===== src/rtl/matrix_col_cal.sv =====
// Column-pass 16-point Walsh-Hadamard transform (natural order), four registered
// butterfly stages with a valid/ready pipeline and per-block last-beat framing.
module matrix_col_cal #(
   parameter int unsigned DATA_WIDTH = 8,
   parameter int unsigned BLK_COLS   = 16
) (
   input  logic                         clk,
   input  logic                         rst,
   input  logic                         tmp_col_vld,
   output logic                         tmp_col_rdy,
   input  logic [16*(DATA_WIDTH+4)-1:0] tmp_col_data,
   output logic                         dst_col_vld,
   input  logic                         dst_col_rdy,
   output logic [16*(DATA_WIDTH+8)-1:0] dst_col_data,
   output logic                         dst_col_last
);

   localparam int unsigned IW = DATA_WIDTH + 4;
   localparam int unsigned OW = DATA_WIDTH + 8;
   localparam int unsigned CW = (BLK_COLS > 1) ? $clog2(BLK_COLS) : 1;

   logic [4:1]       r_v;
   logic             w_rdy1, w_rdy2, w_rdy3, w_rdy4;
   logic [4:1]       w_ld;
   logic [CW-1:0]    r_cnt;
   // Stage buses carried at output width, sign-extended, so every stage reads one format
   logic [16*OW-1:0] w_link [5];

   assign w_rdy4      = !r_v[4] || dst_col_rdy;
   assign w_rdy3      = !r_v[3] || w_rdy4;
   assign w_rdy2      = !r_v[2] || w_rdy3;
   assign w_rdy1      = !r_v[1] || w_rdy2;
   assign w_ld        = {w_rdy4, w_rdy3, w_rdy2, w_rdy1};
   assign tmp_col_rdy = w_rdy1;

   always_ff @(posedge clk) begin
      if (rst) begin
         r_v <= '0;
      end else begin
         if (w_ld[1]) r_v[1] <= tmp_col_vld;
         if (w_ld[2]) r_v[2] <= r_v[1];
         if (w_ld[3]) r_v[3] <= r_v[2];
         if (w_ld[4]) r_v[4] <= r_v[3];
      end
   end

   for (genvar k = 0; k < 16; k++) begin : g_in
      assign w_link[0][k*OW +: OW] = OW'($signed(tmp_col_data[k*IW +: IW]));
   end

   for (genvar s = 1; s <= 4; s++) begin : g_stage
      localparam int unsigned WO = IW + s;
      localparam int unsigned H  = 1 << (s - 1);

      logic signed [WO-1:0] w_a [16];
      logic signed [WO-1:0] w_f [16];
      logic signed [WO-1:0] r_d [16];

      for (genvar k = 0; k < 16; k++) begin : g_elem
         assign w_a[k] = WO'($signed(w_link[s-1][k*OW +: OW]));
         assign w_link[s][k*OW +: OW] = OW'(r_d[k]);
         if ((k & H) == 0) begin : g_sum
            assign w_f[k] = w_a[k] + w_a[k+H];
         end else begin : g_dif
            assign w_f[k] = w_a[k-H] - w_a[k];
         end
      end

      always_ff @(posedge clk) begin
         if (rst) begin
            r_d <= '{default: '0};
         end else if (w_ld[s]) begin
            r_d <= w_f;
         end
      end
   end

   assign dst_col_vld  = r_v[4];
   assign dst_col_data = w_link[4];
   assign dst_col_last = r_v[4] && (r_cnt == CW'(BLK_COLS - 1));

   always_ff @(posedge clk) begin
      if (rst) begin
         r_cnt <= '0;
      end else if (dst_col_vld && dst_col_rdy) begin
         if (r_cnt == CW'(BLK_COLS - 1)) r_cnt <= '0;
         else                            r_cnt <= r_cnt + 1'b1;
      end
   end

endmodule


===== config.mk =====
export PLATFORM = sky130hd
export DESIGN_NAME = matrix_col_cal
export DESIGN_NICKNAME = d
export VERILOG_FILES = /design/src/rtl/matrix_col_cal.sv
export SDC_FILE = /design/constraint.sdc
export NUM_CORES = 2
export LEC_CHECK = 0
export BUFFER_PORTS_ARGS = -buffer_cell sky130_fd_sc_hd__buf_2
export CORE_UTILIZATION = 50
export DETAILED_ROUTE_END_ITERATION = 16
export PLACE_DENSITY = 0.68
export SLEW_MARGIN = 40
export SYNTH_ARGS = -nofsm -noshare
export SYNTH_HDL_FRONTEND = slang
export SYNTH_SLANG_ARGS = --single-unit

===== constraint.sdc =====
create_clock -name clk -period 4 [get_ports clk]
set_clock_uncertainty 0.1 [all_clocks]
set_input_delay 0.4 -clock clk [delete_from_list [all_inputs] [get_ports clk]]
set_output_delay 0.4 -clock clk [all_outputs]
set_load 0.03 [all_outputs]

# [Word level (Yosys, flattened, before mapping)]
# Cells that the tools add are included.
[totals] register_bits=936 output_inout_bits=259 word_cells=146
[classes] n_addsub=65 n_eq_ne=1 muxes=1 n_reduce_logical=10
[ops] operator="15-bit by 15-bit adder with 16-bit output" count=8
[ops] operator="15-bit by 15-bit subtractor with 16-bit output" count=8
[ops] operator="14-bit by 14-bit adder with 15-bit output" count=8
[ops] operator="14-bit by 14-bit subtractor with 15-bit output" count=8
[ops] operator="13-bit by 13-bit adder with 14-bit output" count=8
[ops] operator="13-bit by 13-bit subtractor with 14-bit output" count=8
[ops] operator="12-bit by 12-bit adder with 13-bit output" count=8
[ops] operator="12-bit by 12-bit subtractor with 13-bit output" count=8
[ops] operator="4-bit by 1-bit adder with 4-bit output (second input constant)" count=1
[ops] operator="4-bit == test (second input constant)" count=1
[ops] operator="1-bit zero test" count=4
[ops] operator="1-bit logical OR" count=4
[ops] operator="4-bit 2-to-1 mux" count=1
[ops] operator="1-bit logical AND" count=2

# [Logic depth before layout (Yosys ltp)]
[logic_depth] ltp_word=5 ltp_mapped=12 depth_no_buf=12

# [Least setup slack after synthesis]
# No wires, ideal clock.
[synth_path] path_type="register to register" start="register g_stage[3].r_d[105] (netlist bit)" end="register g_stage[4].r_d (netlist bit dst_col_data[142])" arrival_ps=2619 slack_ps=1153 path_stages_with_launch=11 period_less_slack_ps=2847 path_cell_list="dfxtp_1 -> ha_1 -> fa_1 -> nor2b_1 -> o21ai_2 -> a21oi_1 -> or4_1 -> a31o_2 -> a211oi_1 -> xor2_1 -> o21ai_0"
[synth_via] elab_chain_cells=1
[synth_lines] item="start: declaration" line_no="57" source="logic signed [WO-1:0] r_d [16];"
[synth_lines] item="start signal: assignment" line_no="73" source="r_d <= w_f;"
[synth_lines] item="15-bit by 15-bit subtractor with 16-bit output" line_no="65" source="assign w_f[k] = w_a[k-H] - w_a[k];"
[synth_lines] item="end signal: assignment" line_no="73"
[synth_lines] item="end: declaration" line_no="57"
# Every way passes these cells.
# A chain may end at the register's enable or synchronous reset.

# [Final worst setup path]
[layout_path] start="register r_v[4] (netlist bit)" end="output tmp_col_rdy"
[layout_via] elab_chain_cells=5
[layout_lines] item="start: declaration" line_no="22" source="logic [4:1] r_v;"
[layout_lines] item="1-bit zero test" line_no="29" source="assign w_rdy4 = !r_v[4] || dst_col_rdy;"
[layout_lines] item="1-bit logical OR" line_no="29"
[layout_lines] item="1-bit logical OR" line_no="30" source="assign w_rdy3 = !r_v[3] || w_rdy4;"
[layout_lines] item="1-bit logical OR" line_no="31" source="assign w_rdy2 = !r_v[2] || w_rdy3;"
[layout_lines] item="1-bit logical OR" line_no="32" source="assign w_rdy1 = !r_v[1] || w_rdy2;"
[layout_lines] item="end: declaration" line_no="10" source="output logic tmp_col_rdy,"
# Every way passes these cells.

==> results.py <==
metrics = {
    "final_layout": {
        "fin_nets": 9916,
        "n_fill_cell": 12710,
        "stdcell_count": 10670,
        "drive_gt1_share_pct": 9.045,
        "area_growth_pct": 10.39,
    },
    "global_routing": {
        "met3_usage_pct": 4.166,
        "grt_max_degree": 174,
        "grtUsageMet1_pct": 48.38,
        "antenna_found_initial": 9,
        "overflow": 0,
        "grt_usage_pct": 32.68,
        "grt_pass1_vias": 55760,
        "grt_pass1_wl_um": 344300,
        "grt_busiest_layer": "met1",
        "met2_usage_pct": 48.17,
    },
    "placement": {
        "gp_congestion": 1.013,
        "port_buffers": 454,
        "post-dp-hpwl_um": 183300,
        "pre_cts_ws_ns": 0.8037,
        "place_inst": 10450,
    },
    "worst_setup_path": {
        "reg2reg_from": "r_v[4]",
        "end_kind": "output pin",
        "critPathMaxStageDelay_ns": 0.53,
        "crit_fanout": 163,
        "cp_num_buf_inv": 2,
        "cp.arrival_ns": 2.96,
        "rr_worst_depth": 7,
        "crit_family": "simple AND/OR/NAND/NOR gates",
        "r2r_setup_slack_ns": 0.59,
        "critPathKind": "reg -> out",
        "required_ns": 3.50,
        "r2r-end": "g_stage[1].r_d[117]",
        "worstPathCellList": "nor2b_4 -> and3_4 -> and2_4 -> clkinv_8 -> buf_2",
        "crit_slowest_cell": "dfxtp_1",
        "cp-start-kind": "flop",
    },
    "timing": {
        "fmax_ghz": 0.2889,
        "setup_viol": 0,
        "rsz0062_at_grt": "false",
        "layout_min_cycle_time_ns": 3.462,
        "finalHoldViolCount": 0,
        "post-route-period-util_pct": 86.54,
        "fin_ws_ns": 0.5385,
        "worst_slew_pin_slew_ns": 0.9516,
        "finalSetupTns_ns": 0,
        "slew_headroom_pct": 36.56,
        "slew_viol_final": 0,
    },
    "routing": {
        "drt.antenna.violating_nets": 0,
        "drc": 0,
        "wl_per_cell_um": 21.58,
        "vias_per_cell": 5.801,
        "drt_first_pass_iters": 6,
        "dr.first_iter.drc_count": 6083,
        "dr_total_vias": 61890,
        "wirelength_um": 230300,
    },
    "synth": {
        "synth_edf_count": 0,
        "syn_inst": 8708,
        "syn-cell-area_mm2": 0.06686,
        "avgSynthCellArea_um2": 7.678,
        "synth_cell_types": 91,
        "netlist.area_leader.share_pct": 26.56,
        "synth_top_cell_by_area": "dfxtp_1",
        "yosysSeqAreaShare_pct": 26.56,
        "syn-num-nets": 9799,
        "async_flop_share_pct": 0,
        "synth_area_leaders": "dfxtp_1 27%, ha_1 16%, a21oi_1 6.8%",
        "synthTopCellsByCount": "907 x nor2_1, 906 x a21oi_1, 887 x dfxtp_1",
        "ys_ff_latch": 887,
        "synth_ff_type": "dfxtp_1",
        "yosys_warnings": 0,
        "yosysMostFrequentCell": "nor2_1",
    },
    "clock_network": {
        "clk_latency_ns": 0.73,
        "cts_buffers": 101,
        "cts.sinks": 887,
        "cts-root-buf": "clkbuf_16",
        "cts_tree": "yes",
        "postCtsSetupBuffers": 0,
        "clkTransAtPathRegs_ns": 0.06,
        "htreeDepth": 3,
        "clk_path_buf_depth": 3,
    },
    "floorplanning": {
        "initial_core_util_pct": 50.60,
        "std_cell_rows": 133,
        "io_pins": 455,
        "dieHeight_um": 367.7,
        "core_area_mm2": 0.1321,
        "die_area_mm2": 0.1352,
        "die_w_um": 367.7,
    },
    "worst_hold_path": {
        "hold_start": "tmp_col_data[169]",
        "whs_endpoint": "g_stage[1].r_d[1]",
        "hold-path-cell-count": 4,
        "hp-class": "in -> reg",
    },
    "power_and_ir_drop": {
        "p_seq_share_pct": 26.1,
        "power.internal_mw": 28.97,
        "p_clk_share_pct": 18.1,
        "ir_drop_mv": 0.3905,
        "leakagePower_nw": 33.61,
        "power.total_mw": 55.90,
        "p_comb_share_pct": 55.8,
        "power_density_mw_per_mm2": 757.4,
        "p_switching_mw": 26.93,
        "swShare_pct": 48.17,
    },
    "status": {
        "status": "finished, final reports clean",
    },
    "job": {
        "maxCapViolCount": 0,
    },
}
==> placed cells by master (no fill, tap or decap), types with 35 or more instances in the layout <==
cell type / n
a211oi_1: 386
a21o_1: 55
a21oi_1: 906
a311oi_1: 40
a31oi_1: 49
and3_1: 57
buf_2: 453
buf_4: 69
clkbuf_16: 104
dfxtp_1: 887
fa_1: 64
ha_1: 831
inv_1: 769
nand2_1: 814
nand2b_1: 126
nand3_1: 126
nor2_1: 905
nor2b_1: 122
nor3_1: 138
nor4_1: 51
o211ai_1: 35
o21a_1: 63
o21ai_0: 415
o21bai_1: 77
o31ai_1: 67
or3_1: 100
xnor2_1: 459
xor2_1: 87
==> what timing repair did <==
item | CTS | global route
resized for setup | 0 | 0
hold buffers | 22 | 0
setup endpoints to repair | 0 | 0
endpoints found under the hold margin | 37 | 0
==> layout make-up <==
class | instances | area [µm²] | share of cell area [%]
antenna | 3 | 7.507 | 0.01017
clock buffer | 130 | 2880 | 3.902
clock inverter | 59 | 691.9 | 0.9375
inverter | 778 | 2934 | 3.975
multi-input combinational | 6499 | 44060 | 59.70
sequential | 887 | 17760 | 24.06
tap | 1755 | 2196 | 2.975
timing repair buffer | 558 | 3274 | 4.436
==> metrics by stage <==
| step | hold slack [ns] | area [µm²] | util (%) |
|---|---|---|---|
| finish | 0.04647 | 73810 | 55.86 |
| global route | 0.06338 | 73800 | 55.85 |
| CTS | 0.01087 | 73750 | 55.81 |
| detailed placement | 0.3412 | 69950 | 52.94 |
| global placement | 0.3329 | 69920 | 52.92 |
| floorplan | 0.3317 | 66860 | - |
==> how the worst max path moves through the flow <==
stage,from,to,cells after the start
detailed placement,g_stage[3].r_d[165],dst_col_data[206],12
floorplan,g_stage[3].r_d[105],dst_col_data[142],10
finish,r_v[4],tmp_col_rdy,5
global placement,g_stage[3].r_d[165],dst_col_data[206],12
global route,r_v[4],tmp_col_rdy,5
CTS,r_v[4],tmp_col_rdy,5
==> cells by family after synthesis <==
family / Yosys count / share of synthesized area [%]
fa+ha+maj: 895 / 17.47
simple gates: 2612 / 17.76
flops: 887 / 26.56
compound gates: 2426 / 23.10
xor+xnor: 550 / 7.205
mux: 16 / 0.2414
buf+inv: 1322 / 7.665
==> registers in the layout, summed over array words and instances, names as in the netlist <==
signal,cells
dst_col_data,241
g_stage.r_d,638
r_cnt,4
r_v,4
==> routing by layer <==
layer  share of wire, %  wire length, µm  vias up
met3                7.3            16870      283
li1                   -                -    30180
met1                 48           110500    29160
met4                3.5             8021        8
met2                 41            94790     2261
met5              0.020               46        -
==> power groups by stage <==
stage	Clock, mW	Sequential [mW]	Combinational (mW)
3_3_place_gp	0	14.6	30.3
5_1_grt	10.5	14.8	33.6
4_1_cts	10.2	14.5	30.6
6_report	10.1	14.6	31.2
3_5_place_dp	0	14.7	30.5
2_1_floorplan	0	15.0	19.7
==> worst reg2reg max path, cell delays in order (launching register included) <==
cell and delay [ns]:
dfxtp_1 0.53, nor2b_4 0.32, and3_4 0.22, and2_4 0.32
clkinv_8 0.43, buf_4 0.61, a211oi_1 0.22, dlygate4sd3_1 0.56
(Power assumes the default switching activity.)
